--- config.mk ---
export PLATFORM = sky130hd
export DESIGN_NAME = ps2_frame_receiver
export DESIGN_NICKNAME = d
export VERILOG_FILES = /design/src/rtl/ps2_pkg.sv /design/src/rtl/ps2_input_sync.sv /design/src/rtl/ps2_frame_receiver.sv
export SDC_FILE = /design/constraint.sdc
export NUM_CORES = 1
export LEC_CHECK = 0
export ABC_AREA = 1
export BUFFER_PORTS_ARGS = -buffer_cell sky130_fd_sc_hd__buf_2
export CAP_MARGIN = 20
export CORE_AREA = 5 5 70 72
export CTS_CLUSTER_SIZE = 12
export DETAILED_ROUTE_END_ITERATION = 10
export DIE_AREA = 0 0 75 77
export PLACE_DENSITY = 0.73
export SYNTH_ARGS = -nofsm -noshare
export SYNTH_HDL_FRONTEND = slang
export SYNTH_SLANG_ARGS = --single-unit
--- constraint.sdc ---
create_clock -name Clock -period 2.3 [get_ports Clock]
set_input_delay 0 -clock Clock [delete_from_list [all_inputs] [get_ports Clock]]
set_output_delay 0 -clock Clock [all_outputs]
set_load 0.02 [all_outputs]
--- src/rtl/ps2_pkg.sv ---
// Shared PS/2 receiver definitions: prefix codes, frame length, FSM encoding
// and the odd-parity helper used by ps2_frame_receiver.
package ps2_pkg;

    localparam logic [7:0] PS2_BREAK_PREFIX = 8'hF0;
    localparam logic [7:0] PS2_EXT_PREFIX   = 8'hE0;
    localparam int         PS2_FRAME_BITS   = 11;

    typedef enum logic [1:0] {
        IDLE   = 2'd0,
        DATA   = 2'd1,
        PARITY = 2'd2,
        STOP   = 2'd3
    } ps2_state_t;

    // True when the data byte plus its parity bit hold an odd number of ones
    function automatic logic odd_parity_ok(input logic [7:0] data, input logic par);
        return ^{data, par};
    endfunction

endpackage

--- src/rtl/ps2_input_sync.sv ---
// Synchronizes the raw PS/2 clock/data pins into the system clock domain and
// produces a registered falling-edge pulse aligned with the synced data bit.
module ps2_input_sync #(
    parameter int SYNC_STAGES = 2
) (
    input  logic Clock,
    input  logic Reset,
    input  logic iKbClock,
    input  logic iKbData,
    output logic synced_data_r,
    output logic fall_r
);

    logic [SYNC_STAGES-1:0] clk_sync_r;
    logic [SYNC_STAGES-1:0] data_sync_r;
    logic                   clk_prev_r;

    // Synchronizer chains; reset to 1 because an idle PS/2 bus floats high
    always_ff @(posedge Clock or negedge Reset) begin
        if (!Reset) begin
            clk_sync_r  <= {SYNC_STAGES{1'b1}};
            data_sync_r <= {SYNC_STAGES{1'b1}};
        end else begin
            clk_sync_r  <= {clk_sync_r[SYNC_STAGES-2:0], iKbClock};
            data_sync_r <= {data_sync_r[SYNC_STAGES-2:0], iKbData};
        end
    end

    // Falling-edge detect, registered together with the data bit it samples
    always_ff @(posedge Clock or negedge Reset) begin
        if (!Reset) begin
            clk_prev_r    <= 1'b1;
            fall_r        <= 1'b0;
            synced_data_r <= 1'b1;
        end else begin
            clk_prev_r    <= clk_sync_r[SYNC_STAGES-1];
            fall_r        <= clk_prev_r & ~clk_sync_r[SYNC_STAGES-1];
            synced_data_r <= data_sync_r[SYNC_STAGES-1];
        end
    end

endmodule

--- src/rtl/ps2_frame_receiver.sv ---
// PS/2 device-to-host deframer with F0/E0 prefix folding and frame timeout.
// Define PS2_BREAK_FILTER_EN to swallow key-release events (oBreak tied to 0).
module ps2_frame_receiver
    import ps2_pkg::*;
#(
    parameter int SYNC_STAGES    = 2,
    parameter int TIMEOUT_CYCLES = 5000,
    parameter int TMO_W          = 13
) (
    input  logic       Clock,
    input  logic       Reset,
    input  logic       iKbClock,
    input  logic       iKbData,
    output logic [7:0] oReadValue,
    output logic       oKbFlag,
    output logic       oBreak,
    output logic       oExtended,
    output logic       oFrameErr
);

    // Frame is start + data + parity + stop, so the last data index is FRAME_BITS-4
    localparam logic [2:0]       LAST_DATA_BIT = 3'(PS2_FRAME_BITS - 4);
    localparam logic [TMO_W-1:0] TMO_LIMIT     = TMO_W'(TIMEOUT_CYCLES - 1);

    logic             sync_data_s;
    logic             fall_s;
    logic             frame_ok_s;
    logic             tmo_hit_s;

    ps2_state_t       state_r;
    logic [2:0]       bit_cnt_r;
    logic [7:0]       shift_r;
    logic             parity_r;
    logic [TMO_W-1:0] tmo_r;
    logic             break_pend_r;
    logic             ext_pend_r;
    logic [7:0]       read_value_r;
    logic             kb_flag_r;
    logic             break_r;
    logic             ext_r;
    logic             frame_err_r;

    ps2_input_sync #(
        .SYNC_STAGES (SYNC_STAGES)
    ) u_sync (
        .Clock         (Clock),
        .Reset         (Reset),
        .iKbClock      (iKbClock),
        .iKbData       (iKbData),
        .synced_data_r (sync_data_s),
        .fall_r        (fall_s)
    );

    // Stop-bit/parity acceptance and mid-frame timeout detection
    always_comb begin
        frame_ok_s = 1'b0;
        tmo_hit_s  = 1'b0;
        if (sync_data_s && odd_parity_ok(shift_r, parity_r)) begin
            frame_ok_s = 1'b1;
        end else begin
            frame_ok_s = 1'b0;
        end
        if ((state_r != IDLE) && (tmo_r == TMO_LIMIT)) begin
            tmo_hit_s = 1'b1;
        end else begin
            tmo_hit_s = 1'b0;
        end
    end

    // Deframing FSM, prefix folding and registered event outputs
    always_ff @(posedge Clock or negedge Reset) begin
        if (!Reset) begin
            state_r      <= IDLE;
            bit_cnt_r    <= 3'd0;
            shift_r      <= 8'h00;
            parity_r     <= 1'b0;
            tmo_r        <= {TMO_W{1'b0}};
            break_pend_r <= 1'b0;
            ext_pend_r   <= 1'b0;
            read_value_r <= 8'h00;
            kb_flag_r    <= 1'b0;
            break_r      <= 1'b0;
            ext_r        <= 1'b0;
            frame_err_r  <= 1'b0;
        end else begin
            kb_flag_r   <= 1'b0;
            frame_err_r <= 1'b0;
            // A fall always wins over a timeout landing in the same cycle
            if (fall_s) begin
                tmo_r <= {TMO_W{1'b0}};
                case (state_r)
                    IDLE: begin
                        if (!sync_data_s) begin
                            state_r   <= DATA;
                            bit_cnt_r <= 3'd0;
                            shift_r   <= 8'h00;
                        end
                    end
                    DATA: begin
                        shift_r[bit_cnt_r] <= sync_data_s;
                        bit_cnt_r          <= bit_cnt_r + 3'd1;
                        if (bit_cnt_r == LAST_DATA_BIT) begin
                            state_r <= PARITY;
                        end
                    end
                    PARITY: begin
                        parity_r <= sync_data_s;
                        state_r  <= STOP;
                    end
                    STOP: begin
                        state_r <= IDLE;
                        if (!frame_ok_s) begin
                            frame_err_r  <= 1'b1;
                            break_pend_r <= 1'b0;
                            ext_pend_r   <= 1'b0;
                        end else if (shift_r == PS2_BREAK_PREFIX) begin
                            break_pend_r <= 1'b1;
                        end else if (shift_r == PS2_EXT_PREFIX) begin
                            ext_pend_r <= 1'b1;
                        end else begin
`ifdef PS2_BREAK_FILTER_EN
                            if (!break_pend_r) begin
                                kb_flag_r    <= 1'b1;
                                read_value_r <= shift_r;
                                ext_r        <= ext_pend_r;
                            end
                            break_r      <= 1'b0;
`else
                            kb_flag_r    <= 1'b1;
                            read_value_r <= shift_r;
                            break_r      <= break_pend_r;
                            ext_r        <= ext_pend_r;
`endif
                            break_pend_r <= 1'b0;
                            ext_pend_r   <= 1'b0;
                        end
                    end
                    default: begin
                        state_r <= IDLE;
                    end
                endcase
            end else if (tmo_hit_s) begin
                state_r      <= IDLE;
                bit_cnt_r    <= 3'd0;
                shift_r      <= 8'h00;
                tmo_r        <= {TMO_W{1'b0}};
                frame_err_r  <= 1'b1;
                break_pend_r <= 1'b0;
                ext_pend_r   <= 1'b0;
            end else if (state_r != IDLE) begin
                tmo_r <= tmo_r + TMO_W'(1);
            end else begin
                tmo_r <= {TMO_W{1'b0}};
            end
        end
    end

    assign oReadValue = read_value_r;
    assign oKbFlag    = kb_flag_r;
    assign oBreak     = break_r;
    assign oExtended  = ext_r;
    assign oFrameErr  = frame_err_r;

endmodule

Word-level counts from Yosys, hierarchy flattened
Cells that the tools add are included.

Output and inout bits: 12. Bits of input ports: 4. Logic and storage cells: 92. Flip-flop bits (word level): 48.

Muxes and demuxes: 41. Reductions and logical operators: 13. Eq/ne operators: 13. $lt $le $gt $ge: 2. Bitwise gates (word level): 4. Add/subtract/negate cells: 2.

Operators with widths (count): 2-to-1 mux 13 bit (3); 2-to-1 mux 8 bit (3); 2-to-1 mux 1 bit (23); equality test 8 bit (second input constant) (2); one-hot mux 8 bit (2 select lines) (1); adder 13 x 1 -> 13 bit (second input constant) (1); equality test 13 bit (second input constant) (1); inequality test 3 bit (second input constant) (4); AND reduction 3 bit (4); 2-to-1 mux 3 bit (3); parity 9 bit (1); bitwise mux 8 bit (1); 2-to-1 mux 2 bit (4); one-hot mux 2 bit (4 select lines) (1); one-hot mux 3 bit (2 select lines) (1); AND reduction 5 bit (1); equality test 2 bit (second input constant) (2); < comparator 3 x 4 -> 1 bit (second input constant) (1); inequality test 4 bit (second input constant) (1); nonzero test 2 bit (2); adder 3 x 1 -> 3 bit (second input constant) (1); demux 1 bit (select 3 bit) (1); equality test 3 bit (second input constant) (1); >= comparator 3 x 1 -> 1 bit (second input constant) (1); 7 further kinds (11).

Depth between registers and ports, before layout
Gate-level depths: netlist of the first run.

Depth in word-level cells: 7. Mapped depth: 14. Gate-level depth less buffers: 14.

Hierarchy
Synthesis of the first run repeated with hierarchy kept, for this count alone.

Cells, all modules: 285. Area total of the unflattened synthesis: 2369.8 um^2.

By module, submodules not included: ps2_frame_receiver (area each 2177.1 um^2, cells an instance 276, instances 1, sequential area each 1026.0 um^2); ps2_input_sync (area each 192.7 um^2, cells an instance 9, instances 1, sequential area each 182.7 um^2).

Least setup slack after synthesis of the first run
Ideal clock, no wire load.

Kind: reg2reg. Start: register state_r[0]. End: register shift_r[3]. Path buffers: 1. Path slack: 0.606 ns. Period minus slack after synthesis: 1.694 ns. Arrival time: 1.562 ns. Cell stages (with the launch flop): 10. Data required time: 2.168 ns. Library setup time: 0.132 ns. Path through: dfrtp_1 -> inv_1 -> ha_1 -> nor3_1 -> nand4_1 -> nand2_1 -> nand3_1 -> buf_2 -> a21oi_1 -> o22ai_1.

Cells in the longest elaborated chain, start to end: 5. Elaborated cells on any way between the ends: 11. Those cells by class: 3 x eq/ne; 3 x mux; 5 x reduce/logical.

RTL lines: start, declared (RTL line ps2_frame_receiver.sv:30) `ps2_state_t state_r;`; start signal, assigned (RTL line ps2_frame_receiver.sv:73) `state_r <= IDLE;`; start signal, assigned (RTL line ps2_frame_receiver.sv:94) `state_r <= DATA;`; start signal, assigned (RTL line ps2_frame_receiver.sv:103) `state_r <= PARITY;`; nonzero test 2 bit (RTL line ps2_frame_receiver.sv:63) `if ((state_r != IDLE) && (tmo_r == TMO_LIMIT)) begin`; logical AND 1 bit (RTL line ps2_frame_receiver.sv:63); 2-to-1 mux 1 bit (RTL line ps2_frame_receiver.sv:63); nonzero test 2 bit (no line); AND reduction 3 bit (no line); end signal, assigned by index (RTL line ps2_frame_receiver.sv:100) `shift_r[bit_cnt_r] <= sync_data_s;`; end, declared (RTL line ps2_frame_receiver.sv:32) `logic [7:0] shift_r;`.

Parallel ways exist; a longest one is shown, timed or not. A chain may end at the register's enable or synchronous reset.

Worst setup path in the final report of the first run
Start: register state_r[0]. End: register shift_r[0].

Same word-level chain as after synthesis.

==> results.json, run 1 <==
{
  "fillers": 343,
  "drive_gt1_share_pct": 21.2,
  "wl_per_cell_um": 11.9,
  "status": "completed",
  "cts_tree": "yes",
  "ys_top_cells_by_area": "dfrtp_1 (44%), nand2_1 (8.8%), dfstp_2 (6.6%)",
  "dieArea_mm2": 0.00578,
  "period_share_pct": 87.9,
  "slowest_stage": "dfrtp_1",
  "worst-r2r-setup-slack_ns": 0.28,
  "ys_types": 34,
  "yosysTopAreaCell": "dfrtp_1",
  "switchingPower_mw": 0.440,
  "area_delta_synth_final_pct": 10.3,
  "power_density_mw_per_mm2": 618,
  "drt-initial-drc-count": 95,
  "num_vias": 1761,
  "seq_area_frac_synth_pct": 50.5,
  "syn_area_mm2": 0.00239,
  "hold_violations": 0,
  "synth_cells": 265,
  "numClockSinks": 48,
  "internal_power_mw": 1.19,
  "crit_buf_inv": 1,
  "firstDrtPassIters": 5,
  "crit_chain": "inv_1, ha_1, nor3_1, nand4_1, nand2_1, nand3_1, a21oi_1, o22ai_1",
  "drt-total-wl_um": 4040,
  "min_period_ns": 2.02,
  "timing.rr.end": "shift_r[0]$_DFFE_PN0P_",
  "cap_violations": 0,
  "grt_pass1_vias": 1638,
  "synth_top_area_share_pct": 43.9,
  "fin_skew_ns": 0.00596,
  "slew_violations": 0,
  "post_cts_buffers": 0,
  "coreArea_mm2": 0.00423,
  "gr-total-overflow": 0,
  "htree_levels": 2,
  "ys.warnings.count": 0,
  "swShare_pct": 26.9,
  "relSlewSlack_pct": 68.2,
  "crit_type": "reg2reg",
  "required_ns": 2.47,
  "clk_latency_ns": 0.30,
  "track_usage_pct": 16.0,
  "post_cts_resize_count": 0,
  "grt_pass1_wl_um": 7290,
  "antenna_found_initial": 0,
  "syn_nets": 276,
  "power_frac_comb_pct": 13.5,
  "rows": 24,
  "fin_nets": 298,
  "clockPowerShare_pct": 31.2,
  "hp-class": "in2async",
  "ff_latch_area_mm2": 0.00121,
  "cts_root_buf": "clkbuf_8",
  "place.gp.congestion": 0.835,
  "pwr-share-seq_pct": 55.4,
  "antenna_left": 0,
  "crit_family": "simple AND/OR/NAND/NOR gates",
  "leakage_nw": 1.24,
  "holdBufCountCts": 3,
  "io_buffers": 15,
  "rr_startpoint": "state_r[0]$_DFFE_PN0P_",
  "cp_max_fo": 14,
  "crit_arrival_ns": 2.19,
  "n_antenna_cell": 0,
  "numCtsBuffers": 5,
  "slowest_delay_ns": 0.38,
  "die-width_um": 75,
  "clockBufferDepth": 2,
  "grt_max_degree": 49,
  "ir_drop_uv": 382,
  "worstMarginPinSlew_ns": 0.473,
  "finalSetupViolCount": 0,
  "fmax_mhz": 495,
  "initial_utilization_pct": 56.6,
  "postLayoutCellArea_mm2": 0.00264,
  "rsz0062_at_grt": "false",
  "drcViolationCount": 0,
  "finalSetupTns_ns": 0,
  "multi_input_area_mm2": 0.00102,
  "fp.dieH_um": 77,
  "placed_area_mm2": 0.00250,
  "ys_seq_elements": 48,
  "clkTransAtPathRegs_ns": 0.08,
  "io_pins": 16,
  "crit_path_start_kind": "flop",
  "viasPerCell": 5.18,
  "hpwl_um": 2910,
  "end_kind": "flop",
  "r2r_cells": 8,
  "synth.avg_cell_area_um2": 9.04
}
logic make-up after synthesis:
kind of cell | Yosys count | synth area share, %
AOI/OAI and AO/OA | 43 | 11.2
xor gates and xnor gates | 7 | 2.56
adders and majority gates | 7 | 3.66
buffers and inverters | 38 | 6.95
DFF | 48 | 50.5
and+or+nand+nor | 122 | 25.2
sequential cells by signal, summed over array words and instances (netlist names):
name,cells
parity_r,1
bit_cnt_r,3
u_sync.synced_data_r,1
ext_pend_r,1
oFrameErr,1
state_r,2
u_sync.fall_r,1
oBreak,1
u_sync.clk_prev_r,1
u_sync.data_sync_r,2
break_pend_r,1
oKbFlag,1
u_sync.clk_sync_r,2
oExtended,1
oReadValue,8
shift_r,8
tmo_r,13
stage by stage:
step           total power [mW]  hold slack [ns]  std cells  utilization (%)  setup WS, ns
6_report                   1.63           0.0498        340             62.4         0.278
5_1_grt                    1.72           0.0521        340             62.4        0.0828
4_1_cts                    1.65            0.328        339             61.9         0.283
3_5_place_dp               1.13            0.106        328             59.1         0.294
3_3_place_gp               1.13            0.105        328             59.1         0.379
2_1_floorplan              1.08           -0.296        265                -         0.606
how the worst max path moves through the flow:
stage | to | startpoint | slack [ns] | cells after the start
2_1_floorplan | shift_r[3]$_DFFE_PN0P_ | state_r[0]$_DFFE_PN0P_ | 0.61 | 9
3_3_place_gp | shift_r[1]$_DFFE_PN0P_ | state_r[0]$_DFFE_PN0P_ | 0.38 | 8
3_5_place_dp | shift_r[6]$_DFFE_PN0P_ | state_r[0]$_DFFE_PN0P_ | 0.29 | 8
4_1_cts | shift_r[6]$_DFFE_PN0P_ | state_r[0]$_DFFE_PN0P_ | 0.28 | 8
5_1_grt | shift_r[6]$_DFFE_PN0P_ | state_r[0]$_DFFE_PN0P_ | 0.08 | 8
6_report | shift_r[0]$_DFFE_PN0P_ | state_r[0]$_DFFE_PN0P_ | 0.28 | 8
area by class of cell:
type | count | area share (%)
flip-flops and latches | 48 | 45.8
multi-input cells | 179 | 38.6
inverters | 34 | 5.02
repair buffers | 19 | 4.74
clock buffers | 8 | 3.41
well taps | 52 | 2.46
power by group through the flow:
stage	registers (mW)	clock network, mW	logic, mW
final	0.904	0.509	0.220
after global routing	0.909	0.557	0.256
after CTS	0.904	0.525	0.218
after detailed placement	0.921	0	0.213
after global placement	0.919	0	0.208
after floorplan	0.914	0	0.168
synth_stat cells, drive strengths merged:
cell type	number
nand4	6
clkinv	2
clkbuf	1
xor2	6
dfrtp	42
nor3b	1
o22ai	8
a31oi	1
a21oi	15
o21a	2
inv	32
o221a	1
nor2	22
nor3	8
nand3	21
nor4	1
nand2	63
ha	7
buf	3
o21ai	16
dfstp	6
xnor2	1
cell usage in the layout (no fill, tap or decap), types with 3 or more instances in the layout:
cell / instances
a21oi_1: 15
buf_2: 15
clkbuf_8: 6
dfrtp_1: 42
dfstp_2: 6
dlygate4sd3_1: 3
ha_1: 7
inv_1: 23
inv_2: 9
nand2_1: 56
nand2_2: 4
nand3_1: 19
nand4_1: 5
nor2_1: 21
nor3_1: 7
o21ai_0: 6
o21ai_2: 8
o22ai_1: 8
xor2_1: 6
metal layers:
layer,wire (µm),track usage (%)
met3,228,4.44
met2,1770,23.3
met1,1980,22.5
met5,0,0
met4,65,5.87
No activity file was read; power rests on OpenSTA's default activity.
==> run 2, diff against run 1 <==
CORE_AREA = 5 5 79 81   (was 5 5 70 72)
DIE_AREA = 0 0 84 86   (was 0 0 75 77)
PLACE_DENSITY = 0.58   (was 0.73)
==> results.json, run 2 (synthesis gave the netlist of run 1 again) <==
{
  "met2_length_um": 1950,
  "route.met3.wl_um": 163,
  "coreArea_mm2": 0.00541,
  "fin_skew_ns": 0.0101,
  "viasPerCell": 4.80,
  "fillers": 519,
  "numClockSinks": 48,
  "cp_max_fo": 14,
  "status": "completed",
  "antenna_left": 0,
  "final_common_cell": "nand2_1",
  "relSlewSlack_pct": 66.5,
  "period_share_pct": 86.7,
  "num_vias": 1728,
  "ir_drop_uv": 368,
  "finalSetupTns_ns": 0,
  "grt_pass1_vias": 1654,
  "post_cts_resize_count": 0,
  "crit_type": "reg2reg",
  "antenna_found_initial": 0,
  "drt-total-wl_um": 4280,
  "io_buffers": 15,
  "wl_per_cell_um": 11.9,
  "min_period_ns": 1.99,
  "rsz0062_at_grt": "false",
  "crit_chain": "inv_1, ha_1, nor3_1, nand4_1, nand2_1, nand3_1, a21oi_1, o22ai_1",
  "fmax_mhz": 502,
  "die-width_um": 84,
  "clockBufferDepth": 2,
  "dp.cells": 349,
  "htree_levels": 2,
  "rows": 27,
  "gr-total-overflow": 0,
  "place.gp.congestion": 0.779,
  "largest_reg_flops": 13,
  "top_layer": "met4",
  "fp.dieH_um": 86,
  "finalSetupViolCount": 0,
  "area_delta_synth_final_pct": 13.7,
  "io_pins": 16,
  "grt_max_degree": 31,
  "firstDrtPassIters": 4,
  "slowest_stage": "dfrtp_1",
  "initial_utilization_pct": 44.3,
  "fin_cells": 360,
  "crit_buf_inv": 1,
  "max_flop_register": "tmo_r",
  "worstMarginPinSlew_ns": 0.499,
  "required_ns": 2.49,
  "end_kind": "flop",
  "p_total_mw": 1.95,
  "slew_violations": 0,
  "leakage_nw": 1.27,
  "drcViolationCount": 0,
  "crit_path_start_kind": "flop",
  "dieArea_mm2": 0.00722,
  "numCtsBuffers": 5,
  "final_cell_mix": "nand2_1 (56), dfrtp_1 (42), inv_1 (23), nor2_1 (21), nand3_1 (19)",
  "drt-initial-drc-count": 85,
  "clk_latency_ns": 0.30,
  "hpwl_um": 3210,
  "cts_tree": "yes",
  "hold_violations": 0,
  "n_antenna_cell": 0,
  "fin_nets": 298,
  "clkTransAtPathRegs_ns": 0.09,
  "post-route-util_pct": 50.4,
  "slowest_delay_ns": 0.38,
  "cts_root_buf": "clkbuf_8",
  "hp-class": "in2async",
  "grt_pass1_wl_um": 7560,
  "worst-r2r-setup-slack_ns": 0.31,
  "power_density_mw_per_mm2": 717,
  "cap_violations": 0,
  "drive_gt1_share_pct": 21.9,
  "crit_arrival_ns": 2.18,
  "crit_family": "simple AND/OR/NAND/NOR gates",
  "wl_met1_um": 2100,
  "track_usage_pct": 13.0
}
run 2: cell count changes in the layout (fill, tap and decap cells not counted):
cell       previous run  this run
bufinv_16             0         3
clkbuf_1              2         0
buf_12                1         0
buf_4                 0         1
clkbuf_8              6         5
run 2: per-layer routing:
metal,global-route usage [%],vias to the layer above
met2,20.6,22
met3,2.79,7
met4,5.70,0
li1,-,910
met1,17.3,789
met5,0,-
run 2: where the power goes:
group | internal, mW | total, mW | switching, mW
clock | 0.543 | 0.830 | 0.286
combinational | 0.0706 | 0.219 | 0.148
sequential | 0.875 | 0.904 | 0.0286
run 2: worst paths after layout:
| path | from | endpoint | depth (start not counted) |
|---|---|---|---|
| worst max register to register | state_r[0]$_DFFE_PN0P_ | shift_r[1]$_DFFE_PN0P_ | 8 |
| worst min register to register | u_sync.data_sync_r[0]$_DFF_PN1_ | u_sync.data_sync_r[1]$_DFF_PN1_ | 0 |
| worst min-delay path | Reset | break_pend_r$_DFFE_PN0P_ | 2 |
| worst max-delay path | state_r[0]$_DFFE_PN0P_ | shift_r[1]$_DFFE_PN0P_ | 8 |
| min in group Clock | iKbClock | u_sync.clk_sync_r[0]$_DFF_PN1_ | 2 |
| max in group asynchronous | Reset | u_sync.data_sync_r[1]$_DFF_PN1_ | 3 |
run 2: cell type report:
type / count / area (µm²) / area share, %
clock buffers: 5 / 68.8 / 2.53
clock inverters: 3 / 90.1 / 3.31
inverters: 34 / 133 / 4.87
multi-input cells: 179 / 1020 / 37.5
flip-flops and latches: 48 / 1210 / 44.4
well taps: 72 / 90.1 / 3.31
repair buffers: 19 / 113 / 4.14
run 2: timing repair:
item,CTS,global route
hold buffers,3,0
endpoints found under the setup margin,0,0
buffers inserted,0,0
endpoints found under the hold margin,20,0
run 2: per-stage QoR:
step / instance area (µm²) / setup WS, ns / hold WS, ns
floorplan: 2390 / 0.606 / -0.296
global placement: 2530 / 0.356 / -0.0365
detailed placement: 2530 / 0.273 / -0.0341
CTS: 2720 / 0.286 / 0.164
global route: 2720 / 0.0249 / 0.197
finish: 2720 / 0.306 / 0.153
